$ cat src/rtl/wb_trace_fifo.sv
// Writeback commit trace FIFO: records {PC, Rd, data} of every non-r0 register write
// into a show-ahead circular buffer drained over valid/ready. Define TRACE_STAMP_EN to add cycle stamps.
module wb_trace_fifo #(
   parameter int DEPTH = 16,
   parameter int AW    = 4
) (
   input  logic          Clk,
   input  logic          Clrn,
   input  logic          W_Wreg,
   input  logic [4:0]    W_Rd,
   input  logic [31:0]   W_RegDin,
   input  logic [31:0]   W_PC,
   input  logic          Clear,
   input  logic          Rd_Ready,
   output logic          Rd_Valid,
   output logic [31:0]   Rd_PC,
   output logic [4:0]    Rd_Reg,
   output logic [31:0]   Rd_Data,
   output logic [15:0]   Rd_Stamp,
   output logic [AW:0]   Count,
   output logic          Overflow,
   output logic [7:0]    Drop_Cnt
);

`ifdef TRACE_STAMP_EN
   localparam int EW = 85;
`else
   localparam int EW = 69;
`endif
   localparam logic [AW:0] FULL_CNT = (AW+1)'(DEPTH);

   logic [EW-1:0] r_mem [DEPTH];
   logic [AW-1:0] r_wp;
   logic [AW-1:0] r_rp;
   logic [AW:0]   r_count;
   logic          r_ovf;
   logic [7:0]    r_drop;

   logic          w_push;
   logic          w_valid;
   logic          w_pop;
   logic          w_full;
   logic          w_wr;
   logic          w_drop;
   logic [EW-1:0] w_entry;
   logic [EW-1:0] w_head;

   assign w_push  = W_Wreg && (W_Rd != 5'd0);
   assign w_valid = (r_count != '0);
   assign w_pop   = w_valid && Rd_Ready && !Clear;
   assign w_full  = (r_count == FULL_CNT);
   // A full FIFO still accepts a push when the head leaves on the same edge.
   assign w_wr    = w_push && !Clear && (!w_full || w_pop);
   assign w_drop  = w_push && !Clear && w_full && !w_pop;

`ifdef TRACE_STAMP_EN
   logic [15:0] r_stamp;

   always_ff @(posedge Clk or negedge Clrn) begin
      if (!Clrn) r_stamp <= '0;
      else       r_stamp <= r_stamp + 16'd1;
   end

   assign w_entry  = {r_stamp, W_PC, W_Rd, W_RegDin};
   assign Rd_Stamp = w_valid ? w_head[84:69] : 16'd0;
`else
   assign w_entry  = {W_PC, W_Rd, W_RegDin};
   assign Rd_Stamp = 16'd0;
`endif

   // Storage array is data only and is deliberately left unreset.
   always_ff @(posedge Clk) begin
      if (w_wr) r_mem[r_wp] <= w_entry;
   end

   always_ff @(posedge Clk or negedge Clrn) begin
      if (!Clrn) begin
         r_wp    <= '0;
         r_rp    <= '0;
         r_count <= '0;
         r_ovf   <= 1'b0;
         r_drop  <= '0;
      end else if (Clear) begin
         r_wp    <= '0;
         r_rp    <= '0;
         r_count <= '0;
         r_ovf   <= 1'b0;
         r_drop  <= '0;
      end else begin
         if (w_wr)  r_wp <= r_wp + 1'b1;
         if (w_pop) r_rp <= r_rp + 1'b1;
         if (w_wr && !w_pop)      r_count <= r_count + 1'b1;
         else if (!w_wr && w_pop) r_count <= r_count - 1'b1;
         if (w_drop) begin
            r_ovf <= 1'b1;
            if (r_drop != 8'hFF) r_drop <= r_drop + 8'd1;
         end
      end
   end

   assign w_head   = r_mem[r_rp];
   assign Rd_Valid = w_valid;
   assign Rd_PC    = w_valid ? w_head[68:37] : 32'd0;
   assign Rd_Reg   = w_valid ? w_head[36:32] : 5'd0;
   assign Rd_Data  = w_valid ? w_head[31:0]  : 32'd0;
   assign Count    = r_count;
   assign Overflow = r_ovf;
   assign Drop_Cnt = r_drop;

endmodule

$ cat config.mk
export PLATFORM = sky130hd
export DESIGN_NAME = wb_trace_fifo
export DESIGN_NICKNAME = d
export VERILOG_FILES = /design/src/rtl/wb_trace_fifo.sv
export SDC_FILE = /design/constraint.sdc
export NUM_CORES = 1
export LEC_CHECK = 0
export ABC_AREA = 1
export CAP_MARGIN = 20
export CORE_ASPECT_RATIO = 0.8
export CORE_UTILIZATION = 50
export CTS_BUF_LIST = sky130_fd_sc_hd__clkbuf_16
export CTS_CLUSTER_DIAMETER = 30
export DETAILED_ROUTE_END_ITERATION = 6
export PLACE_DENSITY = 0.77
export SLEW_MARGIN = 20
export SYNTH_ARGS = -nofsm -noshare
export SYNTH_HDL_FRONTEND = slang
export SYNTH_SLANG_ARGS = --single-unit
$ cat constraint.sdc
create_clock -name Clk -period 10.1 [get_ports Clk]
set_input_delay 1.515 -clock Clk [delete_from_list [all_inputs] [get_ports Clk]]
set_output_delay 1.515 -clock Clk [all_outputs]
set_load 0.01 [all_outputs]
==> run metrics <==
number of global-route vias before repair=28400; critical path's slowest cell=dfrtp_4; fraction of final layout cells with drive strength greater than 1=8.69%; count of H-tree levels built during CTS=4; run status=completed; top achievable clock speed=146 MHz; Clock Skew=0.0258 ns; number of CTS-inserted buffers=154; clock tree sinks=1126; post-CTS setup buffer count=0; DPL Wire Length=54800 µm; CTS tree=done; count of yosys warnings during synthesis=0; IO Count=174; Synth cell types=28; iteration-0 DRC count of the detailed router=3872; power density relative to cell area=275 nW/µm²; classification of the worst setup path=reg -> out; sequential cell area fraction in the yosys report=74.9%; input/output buffers=157; synthesis-stage register bit count=1126; vias after detailed routing=29100; worst hold path class=reg -> reg; reported max-cap violation count=0; area of the die=91200 µm²; Worst VDD drop=235 µV; detail-routed via count per cell=5.90; biggest area consumer among synthesized cells=edfxtp_1; buffer cell driving the clock tree root=clkbuf_16; nets=3699; maximum count of clock buffers along a single path=3; most frequent cells in the layout=edfxtp_1, nor2_1, o21ai_0; syn avg cell area=12.9 µm²; Total Routed Length=110000 µm; final number of hold-violating endpoints=0; number of resized instances in the post-cts repair step=0; row count=97; hold-critical path depth=2; worst path cell trace=buf_4, buf_4, o21ai_0, o211ai_1, nand3_1, a21oi_1, clkdlybuf4s50_1; number of buffers inserted by hold repair at cts=0; Relative slew margins=7.04%; final design instance area without fill=52800 µm²; cell repeated most along the worst path=buf_4; async set-reset flop share out of synthesis=1.95%; final cycle utilization of the critical path=67.9%; Post-Syn Instances=3492; area share of the largest cell type after synthesis=73.7%; antenna violations before repair=6; Pleak=17.3 nW; worst stage delay on the critical path=0.93 ns; synthesized area=45000 µm²; post-detailed-route count of antenna-violating nets=0; insertion delay to the later sink of the worst-skew pair=0.73 ns; shortest clock period the worst path allows after layout=6.86 ns; Syn-to-layout area delta=17.3%; die height=270 µm; required arrival time at the worst endpoint=8.59 ns; initial core utilization=50.9%; global route total overflow=0; dominant register cell in the synthesized netlist=edfxtp_1; die extent in x=337 µm; Setup crit end kind=output port; number of detailed-routing iterations run before antenna repair=6; pin count of the biggest net entering global routing=250; crit-path max FO=99; detailed-route wire length per cell=22.4 µm; dominant cells by area after synthesis=edfxtp_1, nor2_1, o21ai_0; launching element type of the critical path=register; Routability Congestion=0.760; RSZ-0062 raised after global routing=no; EDFF count, synth=1104; clock transition at the registers of the reported paths=0.05 ns; slew of the pin with the lowest slew margin=1.39 ns; Setup violations, final=0; arrival time at the worst endpoint=5.34 ns; most frequent standard cell in the layout excluding fill and tap cells=edfxtp_1; total global routing track utilization=24.1%; post-detailed-placement cell area=47300 µm²; area inside the core boundary=88400 µm²; Worst R2R Path Depth=9; final total negative setup slack=0 ns; count of pins over their slew limit=0; first-pass GRT wire length=167000 µm; DRC=0
[cell usage after synthesis, types with 6 or more instances]
library cell	n
ha_1	10
o21ai_1	211
dfrtp_1	22
o211ai_1	207
clkbuf_1	125
nand3_1	226
nand4_1	6
o21ai_0	350
nand2_1	55
edfxtp_1	1104
xor2_1	6
buf_6	23
a21oi_1	76
nor2_1	929
buf_4	40
buf_1	35
inv_1	21
buf_2	30
[cell type report]
class                           count  area, µm²
Tap cell                         1188       1490
Clock inverter                    120       1290
Fill cell                        6459      35600
Inverter                           26        119
Sequential cell                  1126      33700
Timing Repair Buffer              204       2030
Antenna cell                        3       7.51
Multi-Input combinational cell   2102      10000
Clock buffer                      163       4080
[metal layers]
layer  part of all wire [%]  routed length [µm]  GRT usage (%)
met4                    3.3                3590           10.9
met5                  0.031                  34              0
met3                    9.5               10500           4.65
met2                     48               53000           37.8
met1                     39               43300           32.8
[final timing paths]
| check | from | endpoint | slack [ns] |
|---|---|---|---|
| min reg2reg | Overflow | Overflow | 0.53 |
| min in group asynchronous | Clrn | r_rp[0] | 1.15 |
| min | Overflow | Overflow | 0.53 |
| max in group asynchronous | Clrn | r_rp[2] | 8.66 |
| max | r_rp[0] | Rd_Data[9] | 3.24 |
| max reg2reg | Count[0] | r_mem[5][6] | 6.24 |
[critical path: cells and delay by family (launching register included)]
kind	cells	cell delay [ns]
flops	1	0.93
simple gates	1	0.10
compound gates	3	1.03
buf+inv	3	2.42
[kinds of logic (layout without fill, tap and decap cells)]
logic type / count (synthesis) / after routing / synth area share [%]
compound gates: 846 / 846 / 10.6
xor+xnor: 7 / 7 / 0.136
fa+ha+maj: 11 / 11 / 0.323
buf+inv: 279 / 513 / 3.13
flops: 1126 / 1126 / 74.9
other cells: 1 / 19 / 0.00834
simple gates: 1222 / 1222 / 10.9
[through the flow]
| step | power [mW] | instances | hold slack [ns] | utilization [%] | setup slack (ns) |
|---|---|---|---|---|---|
| 4_1_cts | 14.6 | 4927 | 0.531 | 59.7 | 3.38 |
| 3_5_place_dp | 9.02 | 4644 | 0.520 | 53.6 | 4.19 |
| 5_1_grt | 15.1 | 4932 | 0.545 | 59.7 | 3.00 |
| 2_1_floorplan | 7.69 | 3507 | 0.504 | - | 4.48 |
| 3_3_place_gp | 8.94 | 4642 | 0.546 | 53.5 | 4.18 |
| 6_report | 14.5 | 4932 | 0.526 | 59.7 | 3.24 |
[registers in the layout, summed over array words and instances, names as in the netlist]
name,flops
Count,5
r_wp,4
r_mem,1104
Overflow,1
r_rp,4
Drop_Cnt,8
[report_power, final]
group	internal (mW)	switching [mW]	total, mW
sequential	5.23	0.106	5.34
combinational	1.26	2.37	3.63
clock	3.48	2.05	5.53
total	9.97	4.53	14.5
(Power assumes the default switching activity.)
